==> src/rtl/lc3_microsequencer.sv <==
// LC-3 microsequencer: addresses the 64-word microcode store and picks the next microstate.
// Optional macro LC3_MICROSEQ_INT_EN enables COND 101 (interrupt test on J[4]).
module lc3_microsequencer #(
  parameter int AddrBusSize = 6,
  parameter int ElementSize = 52,
  parameter int CtrlWidth   = 42,
  parameter int INIT_STATE  = 18
) (
  input  logic                   i_CLK,
  input  logic                   i_RST,
  input  logic                   i_stall,
  input  logic [15:0]            i_ir,
  input  logic                   i_ben,
  input  logic                   i_r,
  input  logic                   i_psr15,
  input  logic                   i_int,
  output logic                   o_cs_read_en,
  output logic [AddrBusSize-1:0] o_cs_read_addr,
  input  logic [ElementSize-1:0] i_cs_read_data,
  output logic [CtrlWidth-1:0]   o_ctrl,
  output logic [AddrBusSize-1:0] o_state,
  output logic                   o_valid,
  output logic                   o_illegal
);

  typedef enum logic [1:0] {ST_RESET, ST_PRIME, ST_RUN} fsm_e;

  localparam logic [AddrBusSize-1:0] InitAddr = AddrBusSize'(INIT_STATE);

  fsm_e                   fsm_q, fsm_d;
  logic [AddrBusSize-1:0] cur_state_q, cur_state_d;
  logic                   illegal_q, illegal_d;

  logic                   ird;
  logic [2:0]             cond;
  logic [AddrBusSize-1:0] j_field;
  logic [AddrBusSize-1:0] cond_mask;
  logic                   cond_illegal;
  logic [AddrBusSize-1:0] next_addr;

  assign ird     = i_cs_read_data[ElementSize-1];
  assign cond    = i_cs_read_data[ElementSize-2 -: 3];
  assign j_field = i_cs_read_data[CtrlWidth +: AddrBusSize];

`ifdef LC3_MICROSEQ_INT_EN
  logic unused_bits;
  assign unused_bits = ^i_ir[10:0];
`else
  logic unused_bits;
  assign unused_bits = ^{i_ir[10:0], i_int};
`endif

  // Next microaddress: IRD dispatches on the opcode, otherwise J with one condition bit OR'd in.
  always_comb begin
    cond_mask    = '0;
    cond_illegal = 1'b0;
    case (cond)
      3'b001: cond_mask[1] = i_r;
      3'b010: cond_mask[2] = i_ben;
      3'b011: cond_mask[0] = i_ir[11];
      3'b100: cond_mask[3] = i_psr15;
`ifdef LC3_MICROSEQ_INT_EN
      3'b101: cond_mask[4] = i_int;
`endif
      3'b110, 3'b111: cond_illegal = 1'b1;
      default: cond_mask = '0;
    endcase
    next_addr = ird ? AddrBusSize'(i_ir[15:12]) : (j_field | cond_mask);
  end

  always_ff @(posedge i_CLK) begin
    if (i_RST) begin
      fsm_q       <= ST_RESET;
      cur_state_q <= InitAddr;
      illegal_q   <= 1'b0;
    end else begin
      fsm_q       <= fsm_d;
      cur_state_q <= cur_state_d;
      illegal_q   <= illegal_d;
    end
  end

  always_comb begin
    fsm_d       = fsm_q;
    cur_state_d = cur_state_q;
    illegal_d   = illegal_q;
    case (fsm_q)
      ST_RESET: fsm_d = ST_PRIME;
      ST_PRIME: begin
        fsm_d       = ST_RUN;
        cur_state_d = InitAddr;
      end
      ST_RUN: begin
        // A stalled cycle neither advances nor records an illegal COND.
        if (!i_stall) begin
          cur_state_d = next_addr;
          if (!ird && cond_illegal) illegal_d = 1'b1;
        end
      end
      default: fsm_d = ST_RESET;
    endcase
  end

  // Reset overrides outputs immediately so a mid-operation reset is visible in the same cycle.
  always_comb begin
    o_cs_read_en   = 1'b0;
    o_cs_read_addr = '0;
    o_ctrl         = '0;
    o_valid        = 1'b0;
    o_state        = cur_state_q;
    o_illegal      = illegal_q;
    if (i_RST) begin
      o_state   = InitAddr;
      o_illegal = 1'b0;
    end else begin
      case (fsm_q)
        ST_PRIME: begin
          o_cs_read_en   = 1'b1;
          o_cs_read_addr = InitAddr;
        end
        ST_RUN: begin
          o_cs_read_en   = 1'b1;
          o_valid        = 1'b1;
          o_cs_read_addr = i_stall ? cur_state_q : next_addr;
          o_ctrl         = i_stall ? '0 : i_cs_read_data[CtrlWidth-1:0];
        end
        default: o_cs_read_en = 1'b0;
      endcase
    end
  end

endmodule

==> config.mk <==
export PLATFORM = sky130hd
export DESIGN_NAME = lc3_microsequencer
export DESIGN_NICKNAME = d
export VERILOG_FILES = /design/src/rtl/lc3_microsequencer.sv
export SDC_FILE = /design/constraint.sdc
export NUM_CORES = 1
export LEC_CHECK = 0
export ABC_AREA = 1
export CAP_MARGIN = 20
export CORE_ASPECT_RATIO = 0.5
export CORE_MARGIN = 10
export CORE_UTILIZATION = 27
export CTS_CLUSTER_DIAMETER = 80
export CTS_CLUSTER_SIZE = 12
export DETAILED_ROUTE_END_ITERATION = 16
export GPL_ROUTABILITY_DRIVEN = 0
export GPL_TIMING_DRIVEN = 0
export PLACE_DENSITY_LB_ADDON = 0.05
export SKIP_LAST_GASP = 1
export SLEW_MARGIN = 20
export SYNTH_ARGS = -nofsm -noshare
export SYNTH_HDL_FRONTEND = slang
export SYNTH_SLANG_ARGS = --single-unit
export TNS_END_PERCENT = 5
==> constraint.sdc <==
create_clock -name i_CLK -period 1.95 [get_ports i_CLK]
set_clock_uncertainty 0.2 [all_clocks]
set_input_delay 0.195 -clock i_CLK [delete_from_list [all_inputs] [get_ports i_CLK]]
set_output_delay 0.195 -clock i_CLK [all_outputs]
set_load 0.01 [all_outputs]
After elaboration in Yosys (flattened, before gate mapping)
Cells that the tools add are included.

storage, ports and cells
  register bits after elaboration = 9
  output and inout bits = 57
  input bits = 75

operators by class
  bitwise logic cells = 2
  mux-type cells = 20
  reduce and logical (&&, ||, !) cells = 7
  eq/ne operators = 8

operators with widths
  kind                                                  count
  2-to-1 mux 42 bit                                     3
  2-to-1 mux 6 bit                                      4
  one-hot mux 6 bit (2 select lines)                    2
  2-to-1 mux 1 bit                                      10
  equality test 3 bit (second input constant)           3
  equality test 3 x 2 -> 1 bit (second input constant)  2
  bitwise OR 6 x 4 -> 6 bit                             1
  one-hot mux 2 bit (3 select lines)                    1
  OR reduction 2 bit                                    2
  equality test 3 x 1 -> 1 bit (second input constant)  1
  AND reduction 3 bit                                   1
  equality test 2 x 1 -> 1 bit (second input constant)  1
  equality test 2 bit (second input constant)           1
  zero test 2 bit                                       1
  nonzero test 2 bit                                    1
  logical AND 1 bit                                     1
  zero test 1 bit                                       1
  NOT 1 bit                                             1

Logic depth before layout (Yosys ltp)
Gate-level depths: netlist of the first run.

  word-level depth = 7
  depth in mapped cells = 8
  gate-level depth less buffers = 8

Worst setup path after synthesis of the first run
OpenSTA, ideal clock, no wires.

  path type = reg-to-output
  start = register fsm_q[0]
  end = output port o_cs_read_addr[1]
  stages on the path, launching flop included = 7
  data required time = 1,555 ps
  path buffers = 0
  slack = 246 ps
  arrival = 1,309 ps
  cell sequence = dfxtp_1 > inv_1 > ha_1 > inv_1 > nor2_1 > nand2_1 > nand2_1

between the ends
  word-level cells in the longest chain between the ends = 3

ends and longest elaborated chain
  item                                                                        RTL line  source
  start, declared                                                             30        fsm_e fsm_q, fsm_d;
  start signal, assigned                                                      77        fsm_q <= fsm_d;
  equality test 2 bit / equality test 2 x 1 -> 1 bit (equally long branches)  116       case (fsm_q)
  one-hot mux 6 bit (2 select lines) (*)                                      116
  2-to-1 mux 6 bit (*)                                                        112       if (i_RST) begin
  end, declared                                                               18        output logic [AddrBusSize-1:0] o_cs_read_addr,

Mark *: on every way between the ends. The rest lies on a longest branch, timed or not.

Final worst setup path of the first run
  start = register fsm_q[0]
  end = output port o_cs_read_addr[5]

The elaborated chain is that of the path after synthesis.

==> results of run 1 <==
through the flow:
stage                     instance area, um2  TNS [ns]
after floorplan                         1080         0
after global placement                  2320    -10.51
after detailed placement                2320    -12.24
after CTS                               2350     -4.55
after global routing                    2350     -9.36
final                                   2350     -4.48
metal layers:
metal / part of all wire / GRT usage / up-vias
met5: 0 / 0 / -
met2: 0.47 / 0.244 / 56
met3: 0.092 / 0.0355 / 2
met1: 0.43 / 0.159 / 612
li1: - / - / 815
met4: 0.0036 / 0.0194 / 0
worst register-to-register path, cell delays in order, from the launching register on:
cell	delay (ns)
dfxtp_2	0.35
inv_2	0.07
ha_4	0.30
inv_2	0.07
nor2_2	0.13
buf_4	0.12
inv_1	0.04
nand2_1	0.05
nand2_1	0.04
layout make-up:
class                   count  area (um2)
fillers                   394        1530
repair buffers            119        1130
multi-input cells         124         621
inverters                  66         248
flip-flops and latches      9         183
well taps                  54        67.6
plain buffers               6        63.8
clock buffers               4        45.0
sequential cells by signal (all words and copies together), names as in the netlist:
register     count
fsm_q            2
cur_state_q      6
illegal_q        1
cells by family (layout without fill, tap and decap cells):
logic type	after synthesis	count (layout)
adders and majority gates	4	4
AOI/OAI and AO/OA	14	14
buffers and inverters	72	195
DFF	9	9
and+or+nand+nor	106	106
repair_timing:
item / in CTS / in global routing
gates resized for setup: 58 / 2
buffers inserted: 2 / 0
hold buffers: 0 / 0
pin swaps: 2 / 0
endpoints found under the setup margin: 50 / 50
final timing paths:
| path | from | end | slack [ns] | depth (start not counted) |
|---|---|---|---|---|
| worst max register to register | fsm_q[1] | cur_state_q[4] | 0.47 | 8 |
| worst min-delay path | i_RST | illegal_q | 0.05 | 2 |
| worst max-delay path | fsm_q[0] | o_cs_read_addr[5] | -0.20 | 7 |
| worst min register to register | illegal_q | illegal_q | 0.28 | 2 |
power by group through the flow:
stage | clock network (mW) | registers [mW] | logic (mW)
global route | 0.230 | 0.250 | 0.816
floorplan | 0 | 0.238 | 0.347
global placement | 0 | 0.240 | 0.681
detailed placement | 0 | 0.243 | 0.689
finish | 0.217 | 0.248 | 0.736
CTS | 0.220 | 0.247 | 0.738
synth_stat cells:
library cell  instances  area share
inv_2                 1      0.0035
nor2_2                9       0.052
buf_6                 5       0.052
nor2_4                1       0.010
nand4_1               1      0.0058
dfxtp_1               9        0.17
nand2_4               2       0.021
nor2_8                1       0.018
or2_1                 1      0.0058
ha_1                  4       0.046
o22ai_1               1      0.0058
or2_2                 1      0.0058
a21oi_1               7       0.032
buf_4                 1      0.0069
inv_1                65        0.22
nor2_1               47        0.16
o21ai_0               6       0.028
nand2_1              39        0.13
nand3_1               4       0.018
==> results by group, run 1 <==
Power
  – Sw Share: 0.388
  – Net Sw Power: 0.466 mW
  – Comb power frac: 0.613
  – Sequential share of power: 0.207
  – Total power: 1.20 mW
  – Pleak: 1.46 nW
  – Internal power: 0.735 mW
  – Clk network pwr share: 0.181
  – Worst IR Drop VDD: 0.000578 V
  – PwrDens: 510 nW/um2

Worst setup path
  – Critical path type: reg -> out
  – Top Family by Delay on Critical Path: buffers and inverters
  – Arrival @ worst endpoint: 1.76 ns
  – CP endpoint kind: primary output
  – Critical Path RT: 1.55 ns
  – Buffers & Inverters on Critical Path: 3
  – Crit-path max FO: 6
  – Crit path cell chain: inv_2 > ha_4 > inv_2 > nor2_8 > nand2_4 > nor2_1 > clkdlybuf4s50_1
  – Most used cell, CP: inv_2
  – Slowest-stage cell, CP: clkdlybuf4s50_1
  – Largest stage delay on the critical path: 0.55 ns
  – Crit start category: flop

Timing
  – Worst hold slack: 0.0452 ns
  – Fmax: 464 MHz
  – Slew @ Worst Pin: 0.244 ns
  – Worst slew margin: 0.836
  – Tmin final: 2.15 ns
  – Unrepaired setup endpoints after global routing: true
  – Hold Vio Cnt, Final: 0
  – Final-report max-slew violation count: 0
  – Final worst setup slack: -0.204 ns
  – Setup violators final: 47
  – Period Utilization, post-route: 1.10

Routing
  – DRT Pass-1 Iters: 4
  – Vias post-DR: 1485
  – DR vias/cell: 3.89
  – Final WL: 5.23 mm
  – Wire per inst: 13.7 um
  – Initial DRC Count: 47
  – DRC: 0
  – Antenna viol nets, final: 0

Synth
  – Cell Area, Synth: 1080 um2
  – Synth Area in Compound Gates: 0.0657
  – Post-synthesis adder-cell area fraction: 0.0461
  – Multiplexer share of the synthesized area: 0
  – Combinational family with the most area after synthesis: simple AND/OR/NAND/NOR gates
  – Synth Area per Inst: 5.29 um2
  – XOR/XNOR Fraction of Synth Area: 0
  – Synth Area in Simple Gates: 0.435
  – Syn Inst Count: 205
  – Synth warn: 0
  – Yosys cell types: 19
  – Sequential area share after synthesis: 0.166
  – Syn Nets: 284
  – Yosys reg bits: 9

Placed design
  – Port Buffers: 117
  – Detailed Place HPWL: 4.56 mm
  – DP Worst Slack: -0.295 ns
  – Placed Cells: 376

Clock tree
  – # clock sinks: 9
  – Worst-Skew Late Latency: 0.23 ns
  – Inserted Clock Buffers: 3
  – CTS tree: done
  – Max clock buf depth: 2
  – CTS root buffer: clkbuf_8
  – H-tree Lvls: 1
  – CTS clock-pin slew for the worst setup and hold paths: 0.05 ns

Die
  – Starting density of the core: 0.279
  – Die W: 110 um
  – DIE AREA: 7110 um2
  – Row count: 16
  – Core Box Area: 3880 um2
  – Chip Height: 64.8 um
  – Ports: 132

GRT
  – Initial antenna violation count: 0
  – GRT Util Overall: 0.135
  – Pin count of the biggest net entering global routing: 11
  – Total grt overflow: 0
  – Global-route wire length before repair: 7.80 mm
  – Vias in the first global route: 1386

Status
  – Outcome: finished with violations
  – Failing checks: negative setup slack

Final layout
  – Most common cell after layout, fill and taps aside: clkdlybuf4s50_1
  – Final core utilization: 0.606
  – Diode count: 0
  – Share of cells above drive strength 1: 0.110
  – Area Growth Syn to Fin: 117%
  – Fin cells: 382
  – Most frequent cells in the layout: clkdlybuf4s50_1, inv_1, nor2_1, dlygate4sd2_1, nand2_1
  – Nets: 408

Run
  – Max-Cap Viols: 0

Hold path
  – Worst hold path type: in -> reg
No activity file was read; power rests on OpenSTA's default activity.
==> run 2, diff against run 1 <==
Settings changed: CTS_BUF_LIST set to sky130_fd_sc_hd__clkbuf_8.
==> results by group, run 2 (same netlist as run 1, synthesis figures left out) <==
GRT
  – Global-route wire length before repair: 7.80 mm
  – Total grt overflow: 0
  – Vias in the first global route: 1386
  – Initial antenna violation count: 0
  – Pin count of the biggest net entering global routing: 11
  – GRT Util Overall: 0.135

Worst setup path
  – Slowest-stage cell, CP: clkdlybuf4s50_1
  – Arrival @ worst endpoint: 1.76 ns
  – Crit path cell chain: inv_2 > ha_4 > inv_2 > nor2_8 > nand2_4 > nor2_1 > clkdlybuf4s50_1
  – Crit-path max FO: 6
  – Largest stage delay on the critical path: 0.55 ns
  – Most used cell, CP: inv_2
  – CP endpoint kind: primary output
  – Crit path from: fsm_q[0]
  – Reg2Reg Depth: 8
  – Critical path depth: 7
  – Critical path type: reg -> out
  – Launch point of the worst reg-to-reg path: fsm_q[1]
  – Buffers & Inverters on Critical Path: 3
  – Crit start category: flop
  – Critical Path RT: 1.55 ns
  – Top Family by Delay on Critical Path: buffers and inverters

Clock tree
  – CTS root buffer: clkbuf_8
  – CTS clock-pin slew for the worst setup and hold paths: 0.05 ns
  – # clock sinks: 9
  – Max clock buf depth: 2
  – CTS tree: done
  – H-tree Lvls: 1
  – Inserted Clock Buffers: 3
  – Worst-Skew Late Latency: 0.23 ns
  – Hold-fix buffers, CTS: 0

Timing
  – Fmax: 465 MHz
  – Setup violators final: 47
  – Period Utilization, post-route: 1.10
  – Tmin final: 2.15 ns
  – Setup TNS: -4.38 ns
  – Slew @ Worst Pin: 0.244 ns
  – Final worst setup slack: -0.202 ns
  – Unrepaired setup endpoints after global routing: true
  – Worst slew margin: 0.836
  – Final-report max-slew violation count: 0
  – Hold Vio Cnt, Final: 0

Die
  – Starting density of the core: 0.279
  – Core Box Area: 3880 um2
  – Row count: 16
  – Die W: 110 um
  – Ports: 132
  – Chip Height: 64.8 um
  – DIE AREA: 7110 um2

Final layout
  – Max reg flops: 6
  – Diode count: 0
  – Most frequent cells in the layout: clkdlybuf4s50_1, inv_1, nor2_1, dlygate4sd2_1, nand2_1
  – # fillers: 394
  – Most common cell after layout, fill and taps aside: clkdlybuf4s50_1
  – Storage cell area: 183 um2
  – Nets: 408
  – Share of cells above drive strength 1: 0.110
  – Area occupied by multi-input gates: 621 um2
  – Top Registers: cur_state_q x6, fsm_q x2, illegal_q x1
  – Reg with most FFs: cur_state_q
  – Area Growth Syn to Fin: 117%

Routing
  – DRC: 0
  – DRT Pass-1 Iters: 4
  – Initial DRC Count: 47
  – Wire per inst: 13.7 um
  – Final WL: 5.23 mm
  – Antenna viol nets, final: 0
  – Vias post-DR: 1485
  – DR vias/cell: 3.89

Hold path
  – Hold depth: 2
  – Hold path start: i_RST
  – Worst hold path type: in -> reg

Placed design
  – Port Buffers: 117
  – DP Worst Slack: -0.295 ns
  – Detailed Place HPWL: 4.56 mm

Status
  – Failing checks: negative setup slack
  – Outcome: finished with violations

Run
  – Max-Cap Viols: 0

Power
  – PwrDens: 507 nW/um2
  – Worst IR Drop VDD: 0.000578 V
  – Pleak: 1.47 nW
-- run 2: cell types whose count changed in the layout (fill, tap and decap cells not counted), sizes merged --
cell,previous run,this run
inv,66,67
clkbuf,4,3
-- run 2: worst paths after layout --
path	to	slack, ns
worst max register to register	cur_state_q[4]	0.47
worst min-delay path	illegal_q	0.04
worst min register to register	illegal_q	0.28
worst max-delay path	o_cs_read_addr[5]	-0.20
-- run 2: layout make-up --
cell class,instances,share of cell area
Timing Repair Buffer,119,0.479
Multi-Input combinational cell,124,0.264
Inverter,66,0.105
Sequential cell,9,0.0776
Tap cell,54,0.0287
Buffer,6,0.0271
Clock buffer,3,0.0175
Clock inverter,1,0.00159
-- run 2: layer usage --
metal  vias to the layer above  global-route usage  routed length, um
li1                        814                   -                  -
met3                         2              0.0355                483
met4                         0              0.0194                 19
met1                       613               0.159               2250
met5                         -                   0                  0
met2                        56               0.244               2480
-- run 2: worst register-to-register path, delay by kind of cell (launching register included) --
family	cells	cell delay [ns]
flip-flops	1	0.35
buffers and inverters	4	0.30
adder cells (fa/ha/maj)	1	0.30
AND/OR/NAND/NOR	3	0.22
-- run 2: what timing repair did --
item | CTS | global route
gates resized for setup | 58 | 2
pin swaps | 2 | 0
setup buffers | 2 | 0
endpoints found under the setup margin | 50 | 50
cloned | 0 | 0
-- run 2: through the flow --
stage               hold slack, ns  cells  cell area (um2)  utilization  total power [mW]
floorplan                    0.172    205             1080            -             0.585
detailed placement           0.279    376             2320        0.598             0.932
global placement             0.274    376             2320        0.598             0.921
CTS                         0.0511    382             2350        0.606              1.20
global route                0.0673    382             2350        0.606              1.29
finish                      0.0446    382             2350        0.606              1.19
-- run 2: report_power, final --
part           leakage, nW  internal [mW]  switching (mW)
Sequential          0.0741          0.226          0.0220
Combinational         1.37          0.366           0.368
Clock               0.0269          0.137          0.0745
==> run 3, diff against run 2 <==
Settings changed: CAP_MARGIN 20 to unset, MAX_ROUTING_LAYER set to met4.
==> results by group, run 3 (same netlist as run 1, synthesis figures left out) <==
Status
  – Outcome: finished with violations
  – Failing checks: negative setup slack

Clock tree
  – H-tree Lvls: 1
  – # clock sinks: 9
  – CTS clock-pin slew for the worst setup and hold paths: 0.05 ns
  – Max clock buf depth: 2
  – CTS tree: done
  – Inserted Clock Buffers: 3
  – Worst-Skew Late Latency: 0.23 ns
  – CTS root buffer: clkbuf_8

Power
  – Pleak: 1.47 nW
  – Total power: 1.19 mW
  – Worst IR Drop VDD: 0.000578 V
  – PwrDens: 507 nW/um2

Timing
  – Setup violators final: 47
  – Fmax: 465 MHz
  – Final worst setup slack: -0.202 ns
  – Worst slew margin: 0.836
  – Unrepaired setup endpoints after global routing: true
  – Slew @ Worst Pin: 0.244 ns
  – Period Utilization, post-route: 1.10
  – Tmin final: 2.15 ns
  – Final-report max-slew violation count: 0
  – Hold Vio Cnt, Final: 0

Final layout
  – Max reg flops: 6
  – Area Growth Syn to Fin: 117%
  – Diode count: 0
  – # fillers: 394
  – Top Registers: cur_state_q x6, fsm_q x2, illegal_q x1
  – Storage cell area: 183 um2
  – Most frequent cells in the layout: clkdlybuf4s50_1, inv_1, nor2_1, dlygate4sd2_1, nand2_1
  – Share of cells above drive strength 1: 0.110
  – Most common cell after layout, fill and taps aside: clkdlybuf4s50_1
  – Fin cells: 382
  – Area occupied by multi-input gates: 621 um2
  – Reg with most FFs: cur_state_q
  – Nets: 408

Die
  – Core Box Area: 3880 um2
  – DIE AREA: 7110 um2
  – Chip Height: 64.8 um
  – Starting density of the core: 0.279
  – Ports: 132
  – Row count: 16
  – Die W: 110 um

Routing
  – DR vias/cell: 3.89
  – Vias post-DR: 1487
  – Initial DRC Count: 50
  – Antenna viol nets, final: 0
  – Final WL: 5.22 mm
  – DRC: 0
  – DRT Pass-1 Iters: 4
  – Wire per inst: 13.7 um

Placed design
  – Detailed Place HPWL: 4.56 mm
  – Placed Cells: 376
  – DP Worst Slack: -0.295 ns
  – Port Buffers: 117

Worst setup path
  – Critical Path RT: 1.55 ns
  – Arrival @ worst endpoint: 1.76 ns
  – Crit-path max FO: 6
  – CP endpoint kind: primary output
  – Critical path type: reg -> out
  – Crit start category: flop

GRT
  – Global-route wire length before repair: 7.79 mm
  – Pin count of the biggest net entering global routing: 11
  – Grt met3 use: 0.0355
  – Vias in the first global route: 1387
  – Initial antenna violation count: 0
  – Met1 Track Usage GR: 0.160
  – Met2 usage: 0.243
  – GRT Util Overall: 0.139
  – Total grt overflow: 0
  – GRT Max-Usage Layer: met2

Hold path
  – Worst hold path type: in -> reg

Run
  – Max-Cap Viols: 0
## run 3: repair_timing
| item | 4_1_cts | 5_1_grt |
|---|---|---|
| setup endpoints to repair | 50 | 50 |
| hold buffers | 0 | 0 |
| pin swaps | 2 | 0 |
| gates resized for setup | 58 | 2 |
| setup buffers | 2 | 0 |
## run 3: cell type report
cell class	count	share of cell area
Buffer	6	0.0271
Clock buffer	3	0.0175
Clock inverter	1	0.00159
Inverter	66	0.105
Multi-Input combinational cell	124	0.264
Sequential cell	9	0.0776
Tap cell	54	0.0287
Timing Repair Buffer	119	0.479
## run 3: worst paths after layout
| path | start | end | slack, ns | cells past startpoint |
|---|---|---|---|---|
| max | fsm_q[0] | o_cs_read_addr[5] | -0.20 | 7 |
| min reg2reg | illegal_q | illegal_q | 0.28 | 2 |
| min | i_RST | illegal_q | 0.04 | 2 |
| max reg2reg | fsm_q[1] | cur_state_q[4] | 0.47 | 8 |
## run 3: through the flow
stage                     hold WS (ns)  TNS, ns   util  cell area, um2
after floorplan                  0.172        0      -            1080
after global placement           0.274   -10.51  0.598            2320
after detailed placement         0.279   -12.24  0.598            2320
after CTS                       0.0511    -4.58  0.606            2350
after global routing            0.0673    -9.40  0.606            2350
final                           0.0446    -4.35  0.606            2350
## run 3: per-layer routing
metal	vias up	part of all wire
met5	-	0
met1	615	0.43
met2	56	0.47
li1	814	-
met4	0	0.0036
met3	2	0.095
## run 3: critical path: stages (launching register included)
cell and delay, ns:
dfxtp_2 0.32, inv_2 0.10, ha_4 0.18, inv_2 0.07, nor2_8 0.12, nand2_4 0.08
nor2_1 0.10, clkdlybuf4s50_1 0.55
## run 3: where the power goes
group          total (mW)  switching [mW]  internal, mW
logic               0.735           0.368         0.366
registers           0.248          0.0220         0.226
clock network       0.212          0.0745         0.137
total                1.19           0.465         0.729
